$ cat src/rtl/c2c_pkg.sv
// c2c_pkg: definitions shared by the c2c host controller and its watchdog.
//   - C2C_CMD_*     : 2-bit command encodings driven onto c2cmodule.cmd
//   - c2c_state_e   : controller FSM state (also exported on dbg_state)
//   - cmd_for_state : command a given state drives downstream
//   - is_wait_state : states that block on c2cmodule and are watchdog-bounded
package c2c_pkg;

   localparam logic [1:0] C2C_CMD_NOP   = 2'b00;
   localparam logic [1:0] C2C_CMD_WRITE = 2'b01;
   localparam logic [1:0] C2C_CMD_LOAD  = 2'b10;
   localparam logic [1:0] C2C_CMD_XLATE = 2'b11;

   typedef enum logic [3:0] {
      ST_IDLE   = 4'd0,
      ST_WRITE  = 4'd1,
      ST_DRAIN  = 4'd2,
      ST_LWAIT  = 4'd3,
      ST_LISSUE = 4'd4,
      ST_LBUSY  = 4'd5,
      ST_RDY    = 4'd6,
      ST_XBUSY  = 4'd7,
      ST_XWAIT  = 4'd8,
      ST_RSP    = 4'd9,
      ST_ERR    = 4'd10
   } c2c_state_e;

   function automatic logic [1:0] cmd_for_state(input c2c_state_e s);
      case (s)
         ST_WRITE:  return C2C_CMD_WRITE;
         ST_LISSUE: return C2C_CMD_LOAD;
         ST_XBUSY:  return C2C_CMD_XLATE;
         default:   return C2C_CMD_NOP;
      endcase
   endfunction

   function automatic logic is_wait_state(input c2c_state_e s);
      return (s == ST_WRITE) || (s == ST_LWAIT) || (s == ST_LISSUE) ||
             (s == ST_LBUSY) || (s == ST_XBUSY) || (s == ST_XWAIT);
   endfunction

endpackage

$ cat src/rtl/c2c_watchdog.sv
// c2c_watchdog: loadable down-counter bounding a single wait.
//   clk    : clock, rising edge
//   rst    : asynchronous active-low reset (counter reloads)
//   clear  : reload the counter to LIMIT-1 (state entry / progress)
//   expire : high once LIMIT cycles have elapsed since the last clear
module c2c_watchdog #(
   parameter int unsigned LIMIT = 255
) (
   input  logic clk,
   input  logic rst,
   input  logic clear,
   output logic expire
);
   localparam int W = (LIMIT < 2) ? 1 : $clog2(LIMIT);
   localparam logic [W-1:0] LOAD_VAL = W'(LIMIT - 1);

   logic [W-1:0] cnt;

   always_ff @(posedge clk or negedge rst) begin
      if (!rst) begin
         cnt <= LOAD_VAL;
      end else if (clear) begin
         cnt <= LOAD_VAL;
      end else if (cnt != '0) begin
         cnt <= cnt - W'(1);
      end
   end

   assign expire = (cnt == '0);

endmodule

$ cat src/rtl/c2c_host_ctrl.sv
// c2c_host_ctrl: command sequencer in front of c2cmodule. Streams INIT_BYTES
// cache bytes (WRITE), issues LOAD, then serves translate requests (XLATE)
// and returns one response pulse per request.
// Optional feature: define C2C_CTRL_TIMEOUT_EN to bound every wait with a
// TO_CYCLES watchdog (expiry -> ERR, with a timeout response if mid-translate).
// Ports:
//   clk, rst (async active-low)        start, init_pid
//   init_data/init_valid/init_ready     byte stream, accepted on valid & ready
//   req_valid/req_ready/req_pid/req_vaddr  translate request, accepted on valid & ready
//   rsp_valid/rsp_data/rsp_fault/rsp_timeout  response (fields hold between pulses)
//   cmd/datain/datavalid/PID            registered drive to c2cmodule
//   busy/wd/outvalid/pagefault/dataout  status from c2cmodule
//   ready, err                          status; dbg_state exposes the FSM state
// Handshake: a transfer happens in the cycle where valid and ready are both
// high at the rising edge; ready never depends on valid.
module c2c_host_ctrl
   import c2c_pkg::*;
#(
   parameter int unsigned INIT_BYTES = 21,
   parameter int unsigned TO_CYCLES  = 255
) (
   input  logic       clk,
   input  logic       rst,
   input  logic       start,
   input  logic [7:0] init_data,
   input  logic       init_valid,
   output logic       init_ready,
   input  logic [3:0] init_pid,
   input  logic       req_valid,
   output logic       req_ready,
   input  logic [3:0] req_pid,
   input  logic [7:0] req_vaddr,
   output logic       rsp_valid,
   output logic [7:0] rsp_data,
   output logic       rsp_fault,
   output logic       rsp_timeout,
   output logic [1:0] cmd,
   output logic [7:0] datain,
   output logic       datavalid,
   output logic [3:0] PID,
   input  logic       busy,
   input  logic       wd,
   input  logic       outvalid,
   input  logic       pagefault,
   input  logic [7:0] dataout,
   output logic       ready,
   output logic       err,
   output c2c_state_e dbg_state
);
   localparam logic [7:0] INIT_CNT = 8'(INIT_BYTES);

   c2c_state_e state_q, state_d;
   logic [7:0] cnt_q, cnt_d;
   logic [7:0] datain_d;
   logic       datavalid_d;
   logic [3:0] pid_d;
   logic [7:0] cap_data_q, cap_data_d;
   logic       cap_fault_q, cap_fault_d;
   logic       to_pend_q, to_pend_d;
   logic [7:0] rsp_data_d;
   logic       rsp_fault_d, rsp_timeout_d;
   logic       byte_acc, req_acc, tmo_expire;

   // Last byte's datavalid pulse is still in flight when cnt hits INIT_CNT,
   // so stop accepting there rather than one cycle later.
   assign init_ready = (state_q == ST_WRITE) & wd & busy & (cnt_q != INIT_CNT);
   assign req_ready  = (state_q == ST_RDY) & ~busy & ~start;
   assign byte_acc   = init_valid & init_ready;
   assign req_acc    = req_valid & req_ready;
   assign dbg_state  = state_q;

`ifdef C2C_CTRL_TIMEOUT_EN
   logic tmo_clear, tmo_hit;
   // Restart the wait on every state change and on every accepted byte.
   assign tmo_clear = (state_d != state_q) | byte_acc;
   c2c_watchdog #(.LIMIT(TO_CYCLES)) u_wdog (
      .clk    (clk),
      .rst    (rst),
      .clear  (tmo_clear),
      .expire (tmo_hit)
   );
   assign tmo_expire = tmo_hit & is_wait_state(state_q);
`else
   // Without the watchdog TO_CYCLES has no effect.
   logic unused_to;
   assign unused_to  = (TO_CYCLES != 0);
   assign tmo_expire = 1'b0;
`endif

   always_comb begin
      state_d       = state_q;
      cnt_d         = cnt_q;
      datain_d      = datain;
      datavalid_d   = 1'b0;
      pid_d         = PID;
      cap_data_d    = cap_data_q;
      cap_fault_d   = cap_fault_q;
      to_pend_d     = to_pend_q;
      rsp_data_d    = rsp_data;
      rsp_fault_d   = rsp_fault;
      rsp_timeout_d = rsp_timeout;
      unique case (state_q)
         ST_IDLE, ST_ERR: begin
            if (start) begin
               state_d = ST_WRITE;
               pid_d   = init_pid;
               cnt_d   = 8'd0;
            end
         end
         ST_WRITE: begin
            if (cnt_q == INIT_CNT) begin
               state_d = ST_DRAIN;
            end else if (byte_acc) begin
               datain_d    = init_data;
               datavalid_d = 1'b1;
               cnt_d       = cnt_q + 8'd1;
            end else if (tmo_expire) begin
               state_d = ST_ERR;
            end
         end
         ST_DRAIN: state_d = ST_LWAIT;
         ST_LWAIT: begin
            if (wd & ~busy)      state_d = ST_LISSUE;
            else if (tmo_expire) state_d = ST_ERR;
         end
         ST_LISSUE: begin
            if (busy)            state_d = ST_LBUSY;
            else if (tmo_expire) state_d = ST_ERR;
         end
         ST_LBUSY: begin
            if (~busy)           state_d = ST_RDY;
            else if (tmo_expire) state_d = ST_ERR;
         end
         ST_RDY: begin
            if (start) begin
               state_d = ST_WRITE;
               pid_d   = init_pid;
               cnt_d   = 8'd0;
            end else if (req_acc) begin
               state_d     = ST_XBUSY;
               pid_d       = req_pid;
               datain_d    = req_vaddr;
               cap_data_d  = 8'd0;
               cap_fault_d = 1'b0;
            end
         end
         ST_XBUSY: begin
            if (busy) begin
               state_d = ST_XWAIT;
            end else if (tmo_expire) begin
               state_d       = ST_RSP;
               to_pend_d     = 1'b1;
               rsp_data_d    = 8'd0;
               rsp_fault_d   = 1'b0;
               rsp_timeout_d = 1'b1;
            end
         end
         ST_XWAIT: begin
            if (outvalid) cap_data_d = dataout;
            // A fault may be flagged without outvalid, so it is sticky for
            // the whole wait.
            cap_fault_d = cap_fault_q | pagefault;
            if (~busy) begin
               state_d       = ST_RSP;
               rsp_data_d    = cap_data_d;
               rsp_fault_d   = cap_fault_d;
               rsp_timeout_d = 1'b0;
            end else if (tmo_expire) begin
               state_d       = ST_RSP;
               to_pend_d     = 1'b1;
               rsp_data_d    = 8'd0;
               rsp_fault_d   = 1'b0;
               rsp_timeout_d = 1'b1;
            end
         end
         ST_RSP: begin
            state_d   = to_pend_q ? ST_ERR : ST_RDY;
            to_pend_d = 1'b0;
         end
         default: state_d = ST_IDLE;
      endcase
   end

   always_ff @(posedge clk or negedge rst) begin
      if (!rst) begin
         state_q     <= ST_IDLE;
         cnt_q       <= 8'd0;
         cmd         <= C2C_CMD_NOP;
         datain      <= 8'd0;
         datavalid   <= 1'b0;
         PID         <= 4'd0;
         cap_data_q  <= 8'd0;
         cap_fault_q <= 1'b0;
         to_pend_q   <= 1'b0;
         rsp_valid   <= 1'b0;
         rsp_data    <= 8'd0;
         rsp_fault   <= 1'b0;
         rsp_timeout <= 1'b0;
         ready       <= 1'b0;
         err         <= 1'b0;
      end else begin
         state_q     <= state_d;
         cnt_q       <= cnt_d;
         cmd         <= cmd_for_state(state_d);
         datain      <= datain_d;
         datavalid   <= datavalid_d;
         PID         <= pid_d;
         cap_data_q  <= cap_data_d;
         cap_fault_q <= cap_fault_d;
         to_pend_q   <= to_pend_d;
         rsp_valid   <= (state_d == ST_RSP);
         rsp_data    <= rsp_data_d;
         rsp_fault   <= rsp_fault_d;
         rsp_timeout <= rsp_timeout_d;
         ready       <= (state_d == ST_RDY);
         err         <= (state_d == ST_ERR);
      end
   end

endmodule
$ cat config.mk
export PLATFORM = sky130hd
export DESIGN_NAME = c2c_host_ctrl
export DESIGN_NICKNAME = d
export VERILOG_FILES = /design/src/rtl/c2c_pkg.sv /design/src/rtl/c2c_watchdog.sv /design/src/rtl/c2c_host_ctrl.sv
export SDC_FILE = /design/constraint.sdc
export NUM_CORES = 1
export LEC_CHECK = 0
export CAP_MARGIN = 30
export CELL_PAD_IN_SITES_DETAIL_PLACEMENT = 1
export CELL_PAD_IN_SITES_GLOBAL_PLACEMENT = 1
export CORE_UTILIZATION = 51
export DETAILED_ROUTE_END_ITERATION = 8
export DONT_BUFFER_PORTS = 1
export PLACE_DENSITY_LB_ADDON = 0.1
export SLEW_MARGIN = 20
export SYNTH_ARGS = -nofsm -noshare
export SYNTH_HDL_FRONTEND = slang
export SYNTH_SLANG_ARGS = --single-unit
$ cat constraint.sdc
create_clock -name clk -period 4.4 [get_ports clk]
set_clock_uncertainty 0.05 [all_clocks]
set_input_delay 0.88 -clock clk [delete_from_list [all_inputs] [get_ports clk]]
set_output_delay 0.88 -clock clk [all_outputs]
set_load 0.005 [all_outputs]
==> metrics.md <==
| Metric | Value |
|---|---|
| Worst Tran Pin Value | 870 ps |
| Synth top cells by count | 48 x dfrtp_1, 25 x nor2_1, 21 x mux2i_1, 15 x a21oi_1, 14 x nand2_1 |
| Peak supply drop | 0.000164 V |
| Power Total | 874 uW |
| Root buf cell | clkbuf_8 |
| Routed Antenna Nets | 0 |
| Count leader, synth | dfrtp_1 |
| Critical Path, Cell by Cell | nor3b_1 > nand2_1 > nor2_1 |
| Area share of the largest cell type after synthesis | 0.521 |
| Effective utilization at floorplan | 0.530 |
| Syn_nets | 262 |
| CP required | 3470 ps |
| Crit path DAT | 1970 ps |
| Cell Pwr Density | 360 nW/um^2 |
| Fillers | 480 |
| Clock-pin slew on the worst setup and hold paths | 90 ps |
| Layout cells sized above 1 | 0.0787 |
| Post-Syn Area | 2310 sq um |
| Num CTS Buffers | 5 |
| Post-CTS Hold Fix Bufs | 0 |
| Number of diodes | 0 |
| Die width | 69.2 um |
| Dominant cells by area after synthesis | dfrtp_1 52%, mux2i_1 9.1%, nor2_1 4.1% |
| Buffer count from post-CTS setup fixing | 0 |
| DPL Wire Length | 3650 um |
| PortBufs | 0 |
| CP Class | register to primary output |
| Drt total wl | 4970 um |
| DRT Pass-1 Iters | 4 |
| Final hold vios | 0 |
| Max stage delay on crit path | 620 ps |
| Ys flop type | dfrtp_1 |
| Synth async-reset ratio | 1.00 |
| Number of synthesized flops with an enable pin | 0 |
| Clock Sinks | 48 |
| Largest area contributor in the netlist | dfrtp_1 |
| Largest net degree at the start of global routing | 49 |
| Critical path launch point type | register |
| Final Util | 0.557 |
| Vias | 1,620 |
| H-Tree Level Count | 2 |
| P&R area growth vs syn | 5.21% |
| Slew margin rel. | 0.417 |
| Seq cells post-synth | 48 |
| Fmax | 345 MHz |
| Seq/Total Area, Yosys | 0.521 |
| Die Ht | 69.2 um |
| Fin worst setup slack | 1500 ps |
| Num ports | 75 |
| CP Buf/Inv Count | 0 |
| Gr ovfl total | 0 |
| Initial antenna violation count | 0 |
| Num rows | 24 |
| Synth Warn # | 0 |
| Crit-path leading delay family | simple AND/OR/NAND/NOR gates |
| CTS resizes | 0 |
| Routed WL per cell | 18.5 um |
| Initial DRC count | 67 |
| Yosys cell types | 47 |
| Routed vias/inst | 6.04 |
| Unrepaired setup endpoints after global routing | no |
| Leakage | 1.13 nW |
| TritonCTS clock tree | yes |
| CP Capture Type | primary output |
| Setup TNS Final | 0 ps |
| Post-synthesis cell count | 219 |
| First-pass GRT wire length | 8440 um |
| DIE AREA | 4790 sq um |
| Final setup violating endpoints | 0 |
| Max-Cap Viols | 0 |
| Clk buf depth | 2 |
| Min cycle time layout | 2900 ps |
| Final GP Congestion | 0.924 |
| Syn avg cell area | 10.5 sq um |
| Nets | 259 |
| Post-route DRC | 0 |
| Dpl ws | 1630 ps |
| GRT Util Overall | 0.221 |
| Core Footprint | 4350 sq um |
| Clk Latency, worst-skew pair | 300 ps |
| Number of global-route vias before repair | 1,729 |
| Hold/Removal Path Class | input port to async pin |
| Number of max-slew violations in the final report | 0 |
| Final worst-path cycle share | 0.658 |
| Status | finished clean |
| Crit-path max FO | 15 |
| CP max stage cell | dfrtp_1 |
## final cells by class
| type | instances | area [sq um] | area share |
|---|---|---|---|
| inverters | 6 | 27.5 | 0.0113 |
| repair buffers | 1 | 7.51 | 0.00309 |
| flip-flops and latches | 48 | 1200 | 0.495 |
| clock inverters | 1 | 8.76 | 0.00361 |
| well taps | 52 | 65.1 | 0.0268 |
| multi-input cells | 154 | 1030 | 0.426 |
| clock buffers | 6 | 82.6 | 0.0340 |
## worst reg2reg max path: stages, from the launching register on
cell and delay (ps):
dfrtp_1 680, or4b_1 500, a21oi_1 200, and3_4 240, nand2_4 70, inv_6 90
nand4_1 130, xor2_1 210, nor2_1 70
## sequential cells by signal, summed over array words and instances, names as in the netlist
name and cells:
datain 8, rsp_fault 1, dbg_state 4, cap_data_q 8, ready 1, err 1
cnt_q 8, PID 4, rsp_data 8, cap_fault_q 1, datavalid 1, rsp_valid 1
cmd 2
## layer usage
metal | routed length (um) | share of wire | global-route usage | vias up
met3 | 218 | 0.044 | 0.0436 | 8
met1 | 2040 | 0.41 | 0.266 | 814
met4 | 61 | 0.012 | 0.0612 | 0
li1 | - | - | - | 758
met5 | 0 | 0 | 0 | -
met2 | 2650 | 0.53 | 0.399 | 40
## final timing paths
| kind | start | end | slack, ps | depth (start not counted) |
|---|---|---|---|---|
| min in group clk | datain[4] | datain[4] | 460 | 2 |
| max | dbg_state[1] | req_ready | 1500 | 3 |
| max reg2reg | dbg_state[0] | cnt_q[7] | 2040 | 8 |
| max in group asynchronous | rst | PID[1] | 3990 | 0 |
| min reg2reg | datain[4] | datain[4] | 460 | 2 |
| min | rst | rsp_fault | 210 | 0 |
## kinds of logic after synthesis
| group | synth area share |
|---|---|
| AOI/OAI and AO/OA | 0.126 |
| xor gates and xnor gates | 0.0266 |
| adders and majority gates | 0.0109 |
| buffers and inverters | 0.0358 |
| DFF | 0.521 |
| muxes | 0.0912 |
| other | 0.00163 |
| and+or+nand+nor | 0.187 |
## cell usage in the layout, fill, tap and decap left out, types with 3 or more instances in the layout
master	n
nand3_1	3
nor2b_1	4
clkbuf_8	6
nand4_1	4
nor2_1	25
mux2i_1	21
xor2_1	7
dfrtp_1	48
and3_1	3
nand2_1	14
inv_1	5
o21ai_0	11
a21oi_1	15
a22o_1	8
## through the flow
stage          hold WS, ps  cells  area (sq um)
3_5_place_dp           435    261          2330
3_3_place_gp           432    261          2330
4_1_cts                200    268          2430
2_1_floorplan          415    219          2310
5_1_grt                201    268          2430
6_report               215    268          2430
## power by group
part | switching, mW | internal, mW
logic | 0.0410 | 0.0381
registers | 0.0409 | 0.486
clock network | 0.142 | 0.125
Note: power is estimated with default switching activity, not from simulation.
